### src/rtl/mmu_xlate_pipe.sv
// Handshaked VA->PA translation (DA / DMW / TLB-map) with a small fully-associative
// micro-TLB in front of the main TLB search port. One request in flight at a time.
module mmu_xlate_pipe #(
  parameter int TLBNUM   = 16,
  parameter int UTLB_NUM = 4,
  parameter int NUM_DMW  = 2,
  parameter int PALEN    = 32
) (
  input  logic                      clk,
  input  logic                      reset,
  input  logic                      req_valid,
  output logic                      req_ready,
  input  logic [31:0]               req_va,
  input  logic [2:0]                req_type,
  input  logic [31:0]               csr_crmd,
  input  logic [32*NUM_DMW-1:0]     csr_dmw,
  input  logic [9:0]                csr_asid,
  input  logic                      flush,
  output logic                      tlb_s_valid,
  output logic [18:0]               tlb_s_vppn,
  output logic                      tlb_s_va_bit12,
  output logic [9:0]                tlb_s_asid,
  input  logic                      tlb_s_found,
  input  logic [$clog2(TLBNUM)-1:0] tlb_s_index,
  input  logic [19:0]               tlb_s_ppn,
  input  logic [5:0]                tlb_s_ps,
  input  logic [1:0]                tlb_s_plv,
  input  logic [1:0]                tlb_s_mat,
  input  logic                      tlb_s_d,
  input  logic                      tlb_s_v,
  output logic                      resp_valid,
  input  logic                      resp_ready,
  output logic [PALEN-1:0]          resp_pa,
  output logic [1:0]                resp_mat,
  output logic [5:0]                resp_except,
  output logic                      resp_has_except
);
  localparam int IDXW = $clog2(UTLB_NUM);

  typedef enum logic [1:0] {IDLE, CHECK, WALK, RESP} state_t;
  state_t state, state_n;

  logic [31:0]           va_q, crmd_q;
  logic [2:0]            type_q;
  logic [32*NUM_DMW-1:0] dmw_q;
  logic [9:0]            asid_q;
  logic [PALEN-1:0]      pa_q;
  logic [1:0]            mat_q;
  logic [5:0]            exc_q;

  logic [UTLB_NUM-1:0] ut_valid, ut_ps4m, ut_d, ut_v;
  logic [19:0]         ut_tag [UTLB_NUM];
  logic [9:0]          ut_asid [UTLB_NUM];
  logic [19:0]         ut_ppn [UTLB_NUM];
  logic [1:0]          ut_plv [UTLB_NUM];
  logic [1:0]          ut_mat [UTLB_NUM];
  logic [IDXW-1:0]     rr_ptr, ut_sel, victim;
  logic                ut_hit, has_free;

  logic        dmw_hit;
  logic [31:0] dmw_pa, win;
  logic [1:0]  dmw_mat;

  logic        m_found, m_v, m_d, m_ps4m, ppi, pme, pi;
  logic [1:0]  m_plv, m_mat;
  logic [19:0] m_ppn;
  logic [31:0] map_pa;
  logic [5:0]  map_exc;

  logic        ld_resp;
  logic [31:0] nx_pa;
  logic [1:0]  nx_mat;
  logic [5:0]  nx_exc;

  assign req_ready       = (state == IDLE);
  assign resp_valid      = (state == RESP);
  assign resp_pa         = pa_q;
  assign resp_mat        = mat_q;
  assign resp_except     = exc_q;
  assign resp_has_except = |exc_q;
  assign tlb_s_vppn      = va_q[31:13];
  assign tlb_s_va_bit12  = va_q[12];
  assign tlb_s_asid      = asid_q;

  always_comb begin
    dmw_hit = 1'b0;
    dmw_pa  = '0;
    dmw_mat = '0;
    win     = '0;
    for (int unsigned i = 0; i < NUM_DMW; i++) begin
      win = dmw_q[32*i +: 32];
      if (!dmw_hit && va_q[31:29] == win[31:29] &&
          ((win[0] && crmd_q[1:0] == 2'd0) || (win[3] && crmd_q[1:0] == 2'd3))) begin
        dmw_hit = 1'b1;
        dmw_pa  = {win[27:25], va_q[28:0]};
        dmw_mat = win[5:4];
      end
    end
  end

  always_comb begin
    ut_hit   = 1'b0;
    ut_sel   = '0;
    has_free = 1'b0;
    victim   = rr_ptr;
    for (int unsigned i = 0; i < UTLB_NUM; i++) begin
      if (ut_valid[i] && ut_asid[i] == asid_q &&
          (ut_ps4m[i] ? ut_tag[i][19:10] == va_q[31:22] : ut_tag[i] == va_q[31:12])) begin
        ut_hit = 1'b1;
        ut_sel = IDXW'(i);
      end
      if (!has_free && !ut_valid[i]) begin
        has_free = 1'b1;
        victim   = IDXW'(i);
      end
    end
  end

  // Walk and uTLB-hit results share one datapath; only the source of the entry differs.
  always_comb begin
    if (state == WALK) begin
      m_found = tlb_s_found;
      m_v     = tlb_s_v;
      m_d     = tlb_s_d;
      m_plv   = tlb_s_plv;
      m_mat   = tlb_s_mat;
      m_ppn   = tlb_s_ppn;
      m_ps4m  = (tlb_s_ps == 6'd21);
    end else begin
      m_found = 1'b1;
      m_v     = ut_v[ut_sel];
      m_d     = ut_d[ut_sel];
      m_plv   = ut_plv[ut_sel];
      m_mat   = ut_mat[ut_sel];
      m_ppn   = ut_ppn[ut_sel];
      m_ps4m  = ut_ps4m[ut_sel];
    end
    map_pa  = m_ps4m ? {m_ppn[19:10], va_q[21:0]} : {m_ppn, va_q[11:0]};
    pi      = m_found & ~m_v;
    ppi     = m_found & m_v & (crmd_q[1:0] > m_plv);
    pme     = m_found & m_v & ~ppi & type_q[0] & ~m_d;
    map_exc = {pi & type_q[1], pi & type_q[0], pi & type_q[2], pme, ppi, ~m_found};
  end

  always_comb begin
    state_n     = state;
    tlb_s_valid = 1'b0;
    ld_resp     = 1'b0;
    nx_pa       = va_q;
    nx_mat      = '0;
    nx_exc      = '0;
    case (state)
      IDLE: if (req_valid) state_n = CHECK;
      CHECK: begin
        state_n = RESP;
        ld_resp = 1'b1;
        if (crmd_q[3] && !crmd_q[4]) begin
          nx_mat = type_q[2] ? crmd_q[6:5] : crmd_q[8:7];
        end else if (!crmd_q[3] && crmd_q[4]) begin
          if (dmw_hit) begin
            nx_pa  = dmw_pa;
            nx_mat = dmw_mat;
          end else if (ut_hit && !flush) begin
            nx_pa  = map_pa;
            nx_mat = m_mat;
            nx_exc = map_exc;
          end else begin
            ld_resp     = 1'b0;
            tlb_s_valid = 1'b1;
            state_n     = WALK;
          end
        end
      end
      WALK: begin
        state_n = RESP;
        ld_resp = 1'b1;
        nx_pa   = map_pa;
        nx_mat  = m_mat;
        nx_exc  = map_exc;
      end
      RESP: if (resp_ready) state_n = IDLE;
      default: state_n = IDLE;
    endcase
  end

  always_ff @(posedge clk) begin
    if (reset) begin
      state  <= IDLE;
      va_q   <= '0;
      crmd_q <= '0;
      type_q <= '0;
      dmw_q  <= '0;
      asid_q <= '0;
      pa_q   <= '0;
      mat_q  <= '0;
      exc_q  <= '0;
    end else begin
      state <= state_n;
      if (state == IDLE && req_valid) begin
        va_q   <= req_va;
        crmd_q <= csr_crmd;
        type_q <= req_type;
        dmw_q  <= csr_dmw;
        asid_q <= csr_asid;
      end
      if (ld_resp) begin
        pa_q  <= PALEN'(nx_pa);
        mat_q <= nx_mat;
        exc_q <= nx_exc;
      end
    end
  end

  always_ff @(posedge clk) begin
    if (reset) begin
      ut_valid <= '0;
      rr_ptr   <= '0;
    end else if (flush) begin
      ut_valid <= '0;
    end else if (state == WALK && tlb_s_found && tlb_s_v) begin
      ut_valid[victim] <= 1'b1;
      ut_tag[victim]   <= va_q[31:12];
      ut_ps4m[victim]  <= m_ps4m;
      ut_asid[victim]  <= asid_q;
      ut_ppn[victim]   <= tlb_s_ppn;
      ut_plv[victim]   <= tlb_s_plv;
      ut_mat[victim]   <= tlb_s_mat;
      ut_d[victim]     <= tlb_s_d;
      ut_v[victim]     <= tlb_s_v;
      if (!has_free) rr_ptr <= (rr_ptr == IDXW'(UTLB_NUM - 1)) ? '0 : rr_ptr + 1'b1;
    end
  end
endmodule

### config.mk
export PLATFORM = sky130hd
export DESIGN_NAME = mmu_xlate_pipe
export DESIGN_NICKNAME = d
export VERILOG_FILES = /design/src/rtl/mmu_xlate_pipe.sv
export SDC_FILE = /design/constraint.sdc
export NUM_CORES = 1
export LEC_CHECK = 0
export BUFFER_PORTS_ARGS = -buffer_cell sky130_fd_sc_hd__buf_2
export CORE_ASPECT_RATIO = 1.25
export CORE_MARGIN = 2
export CORE_UTILIZATION = 52
export DETAILED_ROUTE_END_ITERATION = 8
export GPL_TIMING_DRIVEN = 0
export HOLD_SLACK_MARGIN = 0.12
export PLACE_DENSITY = 0.75
export SLEW_MARGIN = 20
export SYNTH_ARGS = -nofsm -noshare
export SYNTH_HDL_FRONTEND = slang
export SYNTH_SLANG_ARGS = --single-unit
### constraint.sdc
create_clock -name clk -period 8 [get_ports clk]
set_clock_uncertainty 0.1 [all_clocks]
set_input_delay 0 -clock clk [delete_from_list [all_inputs] [get_ports clk]]
set_output_delay 0 -clock clk [all_outputs]
set_load 0.03 [all_outputs]
==> impl_summary.log, run 1 <==
INFO  metric timing.final.max_slew_violations = 0
INFO  metric vias_in_the_first_global_route = 11650
INFO  metric design.die.area = 29600 sq um
INFO  metric die_h = ~190 microns
INFO  metric sum_of_routed_wire_length_over_all_layers = 42800 microns
INFO  metric synth.largest_area_cell = edfxtp_1
INFO  metric timing.critical_path.from = va_q[28]
INFO  metric critPathArrivalTime = 5720 ps
INFO  metric detail_route.iter0.violations = 1063
INFO  metric setup_tns = 0 ps
INFO  metric synth_flop_cell = edfxtp_1
INFO  metric worstSetupStartpointType = register
INFO  metric initial_antenna_violation_count = 3
INFO  metric yosys_warnings = 0
INFO  metric yosys_cell_types = 67
INFO  metric pwr_density_cell = 276 nW/um^2
INFO  metric clk_latency = 510 ps
INFO  metric setup_slack = 2620 ps
INFO  metric synthesis.area = 14700 sq um
INFO  metric starting_density_of_the_core = 53.0%
INFO  metric period_utilisation_layout = between 60% and 70%
INFO  metric tritoncts_num_sinks = 349
INFO  metric worst_ep_required_time = between 8000 and 9000 ps
INFO  metric synth.ff_latch_count = 349
INFO  metric hold_viol = 0
INFO  metric clk_pin_slew_worst_paths = 60 ps
INFO  metric holdCritStartpoint = tlb_s_plv[1]
INFO  metric slew_headroom = 27.1%
INFO  metric postLayoutCoreUtil = 66.6%
INFO  metric synth-async-reset-ratio = 0%
INFO  metric filler_cell_count = 1978
INFO  metric p_sw = between 1.5 and 2 mW
INFO  metric cts-htree-levels = 2
INFO  metric drcViolationCount = 0
INFO  metric rsz0062_at_grt = no
INFO  metric grt_first_pass_wirelength = 64200 microns
INFO  metric rows = 68
INFO  metric crit_path_max_fanout = 10
INFO  metric dp_slack = 2840 ps
INFO  metric layout-drive-gt1-share = 17.6%
INFO  metric synth_nets = 1448
INFO  metric routability_congestion_estimate_from_global_placement = 0.944
INFO  metric tritoncts = built
INFO  metric combPwrFrac = 26.1%
INFO  metric period_needed = 5380 ps
INFO  metric dieWidth = 154 microns
INFO  metric floorplan.core_area = ~28000 sq um
INFO  metric synth-edff-count = 228
INFO  metric layout-area-overhead-vs-synth = 25.7%
INFO  metric worst-slew-pin-transition = 1080 ps
INFO  metric synth_top_area_share = roughly 47%
INFO  metric ant_nets = 0
INFO  metric power.share.clock = 30.7%
INFO  metric root_buffer = clkbuf_16
INFO  metric synthesis.area_per_instance = 11.7 sq um
INFO  metric timing.max_cap.violations = 0
INFO  metric detail_route.vias_per_cell = slightly below 6
INFO  metric run_status = complete, no violations
INFO  metric pin_count = about 260
INFO  metric overflow = 0
INFO  metric worstSetupPathType = register to register
INFO  metric final-seq-area = 9270 sq um
INFO  metric grt_use_total = between 20% and 30%
INFO  metric avgRoutedWirePerCell = 21.7 microns
INFO  metric design.final.nets = 1785
INFO  metric worst_hold_path_class = input port to register
INFO  metric syn_inst = 1258
INFO  metric hold_ws = 167 ps
INFO  metric hpwl = ~29000 microns
INFO  metric dr.pass1.iters = 6
INFO  metric multiInputGateArea = 5000 sq um
INFO  metric share_seq_of_total_power = 43.2%
INFO  metric max_root_sink_buffers = 3
INFO  metric r2r_start = va_q[28]
INFO  metric achievable-frequency = 0.186 GHz
INFO  metric numCtsBuffers = 35
INFO  metric yosys-top-cells-area = edfxtp_1 (47%), dfxtp_1 (16%), nand2_1 (5.3%), xor2_1 (5.1%), a21oi_1 (4.5%)
INFO  metric proportion_of_synthesized_chip_area_in_sequential_cells = 63.1%
INFO  metric power_internal = ~3.4 mW
INFO  metric endpoint_kind = register
INFO  metric irDropWorstVdd = 0.000201 V
INFO  metric setup_viol = 0
INFO  metric count_of_input_and_output_buffers = 183
INFO  metric netSwitchingFraction = 33.1%
INFO  metric p_leak = approximately 7 nW
INFO  metric route.vias.total = 11550
INFO  metric grt_start_max_net_pins = 26
## timing repair
| action | in CTS | in global routing |
|---|---|---|
| hold buffers | 109 | 0 |
| gates resized for setup | 0 | 0 |
| setup buffers | 0 | 0 |
| hold endpoints to repair | 213 | 0 |
## final cells by class
type,count,share of cell area (%)
Timing Repair Buffer,300,12.0
Multi-Input combinational cell,809,27.1
Clock inverter,9,0.359
Buffer,87,2.21
Antenna cell,3,0.0406
Clock buffer,52,5.53
Inverter,13,0.264
Sequential cell,349,50.2
Tap cell,350,2.37
## final timing paths
check,cells after the start,slack (ps),end
min,2,170,ut_plv[0][1]
max reg2reg,16,2620,resp_except[2]
min reg2reg,2,360,crmd_q[5]
max,16,2620,resp_except[2]
## logic make-up after synthesis
| logic type | count (synthesis) | share of synthesized area, % |
|---|---|---|
| compound gates | 264 | 11.3 |
| buf+inv | 100 | 3.12 |
| simple gates | 385 | 12.2 |
| xor+xnor | 126 | 7.92 |
| fa+ha+maj | 7 | 0.596 |
| flops | 349 | 63.1 |
| mux | 27 | 1.84 |
## sequential cells by signal (all words and copies together), names as in the netlist
signal	cells
crmd_q	8
dmw_q	20
resp_except	6
resp_mat	2
resp_pa	32
rr_ptr	2
state	2
tlb_s_asid	10
type_q	3
ut_asid	40
ut_d	4
ut_mat	8
ut_plv	8
ut_ppn	80
ut_ps4m	4
ut_tag	80
ut_v	4
ut_valid	4
va_q	32
## power groups by stage
| stage | sequential [mW] | clock (mW) | combinational [mW] |
|---|---|---|---|
| floorplan | 2.36 | 0 | 0.674 |
| global placement | 2.23 | 0 | 1.22 |
| detailed placement | 2.24 | 0 | 1.25 |
| CTS | 2.20 | 1.57 | 1.30 |
| global route | 2.22 | 1.64 | 1.43 |
| finish | 2.21 | 1.57 | 1.33 |
## synthesized netlist by cell type (5+ instances only)
cell type,count
buf_2,9
nor3_1,9
or4_1,8
nand2_1,209
a21o_1,5
a211oi_1,19
dfxtp_1,121
clkbuf_1,63
ha_1,7
inv_1,13
nand4_1,19
nand3_1,20
xor2_1,85
xnor2_1,33
a31oi_1,6
buf_6,8
o211ai_1,12
o22ai_1,5
a41oi_1,5
and2_1,5
nor4_1,23
o31a_1,6
o21ai_0,27
edfxtp_1,228
mux2i_1,27
xnor2_2,8
a221oi_1,10
nor2_1,49
or2_0,7
or3_1,7
a21oi_1,132
and3_1,8
## layout by cell type, fill, tap and decap left out, types with 7 or more instances in the layout
master,count
a221oi_1,10
clkbuf_16,37
or4_1,8
o21ai_0,27
xnor2_1,33
a211oi_1,19
inv_1,13
or2_0,7
and3_1,8
clkbuf_1,74
nor2_1,45
buf_6,8
edfxtp_1,228
buf_2,192
ha_1,7
dlygate4sd3_1,109
nor4_1,23
nand2_1,209
or3_1,7
nand4_1,19
mux2i_1,27
xnor2_2,8
nor3_1,8
o211ai_1,12
nand3_1,20
a21oi_1,132
dfxtp_1,121
xor2_1,85
## critical path, cell delays in order (launching register included)
cell and delay, ps:
dfxtp_1 520, clkbuf_1 550, xor2_1 170, nor4_1 450
nand2_1 180, nor4_2 780, clkbuf_1 590, clkbuf_1 480
a211oi_1 90, a21oi_1 140, nor2_1 50, a21oi_1 140
ha_1 250, nor2b_1 130, o21ai_0 340, o2111ai_1 180
o21ai_1 140
## routing by layer
layer / global-route usage (%) / wire length (microns) / vias to the layer above
met2: 49.7 / 21200 / 654
met5: 0 / 0 / -
met3: 4.22 / 3040 / 152
met4: 15.1 / 2240 / 0
met1: 34.8 / 16300 / 5529
li1: - / - / 5215
## through the flow
stage | instance area (sq um) | instances | power, mW
finish | 18500 | 1972 | 5.10
global route | 18500 | 1972 | 5.29
CTS | 18500 | 1969 | 5.07
floorplan | 14700 | 1258 | 3.04
global placement | 16000 | 1791 | 3.45
detailed placement | 16300 | 1799 | 3.49
Note: power is estimated with default switching activity, not from simulation.
==> inputs of run 2 (changes only) <==
--- a/config.mk
+++ b/config.mk
@@ -5,6 +5,7 @@
 export SDC_FILE = /design/constraint.sdc
 export NUM_CORES = 1
 export LEC_CHECK = 0
+export ABC_AREA = 1
 export BUFFER_PORTS_ARGS = -buffer_cell sky130_fd_sc_hd__buf_2
 export CORE_ASPECT_RATIO = 1.25
 export CORE_MARGIN = 2
@@ -12,7 +13,7 @@
 export DETAILED_ROUTE_END_ITERATION = 8
 export GPL_TIMING_DRIVEN = 0
 export HOLD_SLACK_MARGIN = 0.12
-export PLACE_DENSITY = 0.75
+export PLACE_DENSITY = 0.74
 export SLEW_MARGIN = 20
 export SYNTH_ARGS = -nofsm -noshare
 export SYNTH_HDL_FRONTEND = slang
==> constraint.sdc (replaced) <==
create_clock -name clk -period 5.49 [get_ports clk]
set_clock_uncertainty 0.1 [all_clocks]
set_input_delay 0 -clock clk [delete_from_list [all_inputs] [get_ports clk]]
set_output_delay 0 -clock clk [all_outputs]
set_load 0.03 [all_outputs]
==> impl_summary.log, run 2 <==
INFO  metric run_status = complete, no violations
INFO  metric grt_start_max_net_pins = 24
INFO  metric detail_route.iter0.violations = 1200
INFO  metric filler_cell_count = approximately 2400
INFO  metric r2r_start = va_q[27]
INFO  metric p_leak = 8.38 nW
INFO  metric numCtsBuffers = 35
INFO  metric avgRoutedWirePerCell = 19.7 microns
INFO  metric syn_inst = roughly 1800
INFO  metric clk_latency = 530 ps
INFO  metric postLayoutCoreUtil = 65.3%
INFO  metric dr.pass1.iters = 6
INFO  metric synth.ff_latch_count = 349
INFO  metric sum_of_routed_wire_length_over_all_layers = about 51000 microns
INFO  metric period_needed = 4910 ps
INFO  metric yosys_cell_types = 43
INFO  metric achievable-frequency = 0.204 GHz
INFO  metric crit_path_max_fanout = 10
INFO  metric setup_slack = 582 ps
INFO  metric synth_nets = 1998
INFO  metric grt_first_pass_wirelength = 76900 microns
INFO  metric total_power_after_layout = 8.17 mW
INFO  metric detail_route.vias_per_cell = 5.44
INFO  metric timing.max_cap.violations = 0
INFO  metric critPathArrivalTime = 5270 ps
INFO  metric setup_viol = 0
INFO  metric period_utilisation_layout = 89.4%
INFO  metric hpwl = approximately 35000 microns
INFO  metric overflow = 0
INFO  metric synth_fa_ha_area_share = 0.559%
INFO  metric root_buffer = clkbuf_16
INFO  metric proportion_of_synthesized_chip_area_in_sequential_cells = 59.1%
INFO  metric holdCritStartpoint = tlb_s_ppn[1]
INFO  metric ant_nets = 0
INFO  metric synth.largest_area_cell = edfxtp_1
INFO  metric yosysMostFrequentCell = nand2_1
INFO  metric synth_compound_area_share = 9.53%
INFO  metric vias_in_the_first_global_route = 14052
INFO  metric hold_viol = 0
INFO  metric pin_count = 257
INFO  metric tritoncts = built
INFO  metric timing.final.max_slew_violations = 0
INFO  metric slew_headroom = between 30% and 40%
INFO  metric floorplan.core_area = ~30000 sq um
INFO  metric synth_top_cells_by_count = nand2_1 (527), nor2_1 (261), edfxtp_1 (228)
INFO  metric combinational_family_with_the_most_area_after_synthesis = simple AND/OR/NAND/NOR gates
INFO  metric synth-xor-area-share = 1.28%
INFO  metric drcViolationCount = 0
INFO  metric die_h = 198 microns
INFO  metric yosys-top-cells-area = edfxtp_1 (44%), dfxtp_1 (15%), nand2_1 (13%), nor2_1 (6.2%), o21ai_0 (4.6%)
INFO  metric synth-async-reset-ratio = 0%
INFO  metric synth_top_area_share = between 40% and 50%
INFO  metric setup_tns = 0 ps
INFO  metric worst_ep_required_time = 5850 ps
INFO  metric grt_use_total = 31.9%
INFO  metric worstSetupPathType = register to register
INFO  metric yosys-mux-area-fraction = 0%
INFO  metric count_of_input_and_output_buffers = 183
INFO  metric design.final.nets = 2339
INFO  metric synth_simple_gate_area_share = a little under a quarter
INFO  metric top_regs = ut_ppn: 80 flops, ut_tag: 80 flops, ut_asid: 40 flops
INFO  metric irDropWorstVdd = ~0.00030 V
INFO  metric endpoint_kind = register
INFO  metric max_root_sink_buffers = 3
INFO  metric synth-edff-count = 228
INFO  metric tritoncts_num_sinks = 349
INFO  metric final_cell_mix = nand2_1 (527), nor2_1 (257), edfxtp_1 (228), buf_2 (194), inv_1 (148)
INFO  metric design.die.area = 31600 sq um
INFO  metric hold_ws = roughly 150 ps
INFO  metric rsz0062_at_grt = no
INFO  metric worst_hold_path_class = input port to register
INFO  metric synthesis.area = 15700 sq um
INFO  metric route.vias.total = ~14000
INFO  metric count_of_instances_resized_after_the_clock_tree_is_built = 0
INFO  metric dieWidth = 159 microns
INFO  metric final-seq-area = 9270 sq um
INFO  metric synth_flop_cell = edfxtp_1
INFO  metric starting_density_of_the_core = 52.4%
INFO  metric yosys_warnings = 0
INFO  metric timing.critical_path.from = va_q[27]
INFO  metric worst-slew-pin-transition = between 900 and 1000 ps
INFO  metric routability_congestion_estimate_from_global_placement = 0.940
INFO  metric rows = a little over 70
INFO  metric cts-htree-levels = 2
INFO  metric layout-drive-gt1-share = 14.7%
INFO  metric worstSetupStartpointType = register
INFO  metric clk_pin_slew_worst_paths = 60 ps
INFO  metric dp_slack = ~750 ps
INFO  metric layout.cells.most_common = nand2_1
INFO  metric synthesis.area_per_instance = 8.67 sq um
INFO  metric layout-area-overhead-vs-synth = 24.7%
INFO  metric multiInputGateArea = 5510 sq um
INFO  metric initial_antenna_violation_count = 0
INFO  metric pwr_density_cell = 418 nW/um^2
-- run 2: cell type report --
class	instances	area share [%]
multi-input cells	1230	28.2
clock inverters	11	0.678
diodes	1	0.0128
clock buffers	51	5.02
well taps	401	2.57
plain buffers	58	1.50
inverters	171	3.28
flip-flops and latches	349	47.4
repair buffers	304	11.4
-- run 2: final timing paths --
kind	slack [ps]	end	depth (start not counted)
max	580	resp_except[2]	25
min	150	ut_ppn[1][1]	2
max reg2reg	580	resp_except[2]	25
min reg2reg	360	dmw_q[37]	2
-- run 2: timing repair --
item	CTS	global route
hold endpoints to repair	223	0
buffers inserted	0	0
hold buffers	113	0
-- run 2: cells by family (layout without fill, tap and decap cells) --
kind of cell	after synthesis	after routing
AOI/OAI and AO/OA	284	284
buffers and inverters	229	595
adders and majority gates	7	7
DFF	349	349
and+or+nand+nor	916	916
xor gates and xnor gates	23	23
other	0	1
-- run 2: power by group --
part | leakage, nW | switching (mW) | internal (mW)
combinational | 4.77 | 1.63 | 0.700
sequential | 3.06 | 0.346 | 3.12
clock | 0.544 | 0.994 | 1.38
-- run 2: worst max-delay path, cell delays in order (launching register included) --
cell and delay, ps:
dfxtp_1 700, inv_2 280, nand2_1 140, nand2_1 60, nor2_1 120, nand2_1 60
nor2_1 200, inv_1 70, nor2_1 260, nand2_2 260, nand2_2 290, buf_2 310
buf_2 300, a21oi_1 80, nand2_1 100, nand2_1 50, o21ai_0 460, ha_1 240
inv_1 40, a21oi_1 130, a21oi_1 70, a211oi_1 160, nand3_1 110, nor2_1 120
nor2_1 50, nor2_1 70
-- run 2: layer usage --
layer	GRT usage (%)	part of all wire, %	vias to the layer above
met5	0	0	-
met4	18.8	6.0	0
met3	4.61	6.9	171
met2	57.9	50	687
met1	35.9	37	6538
li1	-	-	6619
-- run 2: per-stage QoR --
stage,instances,instance area (sq um)
3_5_place_dp,2400,17300
2_1_floorplan,1808,15700
5_1_grt,2575,19600
4_1_cts,2575,19600
3_3_place_gp,2392,17100
6_report,2576,19600
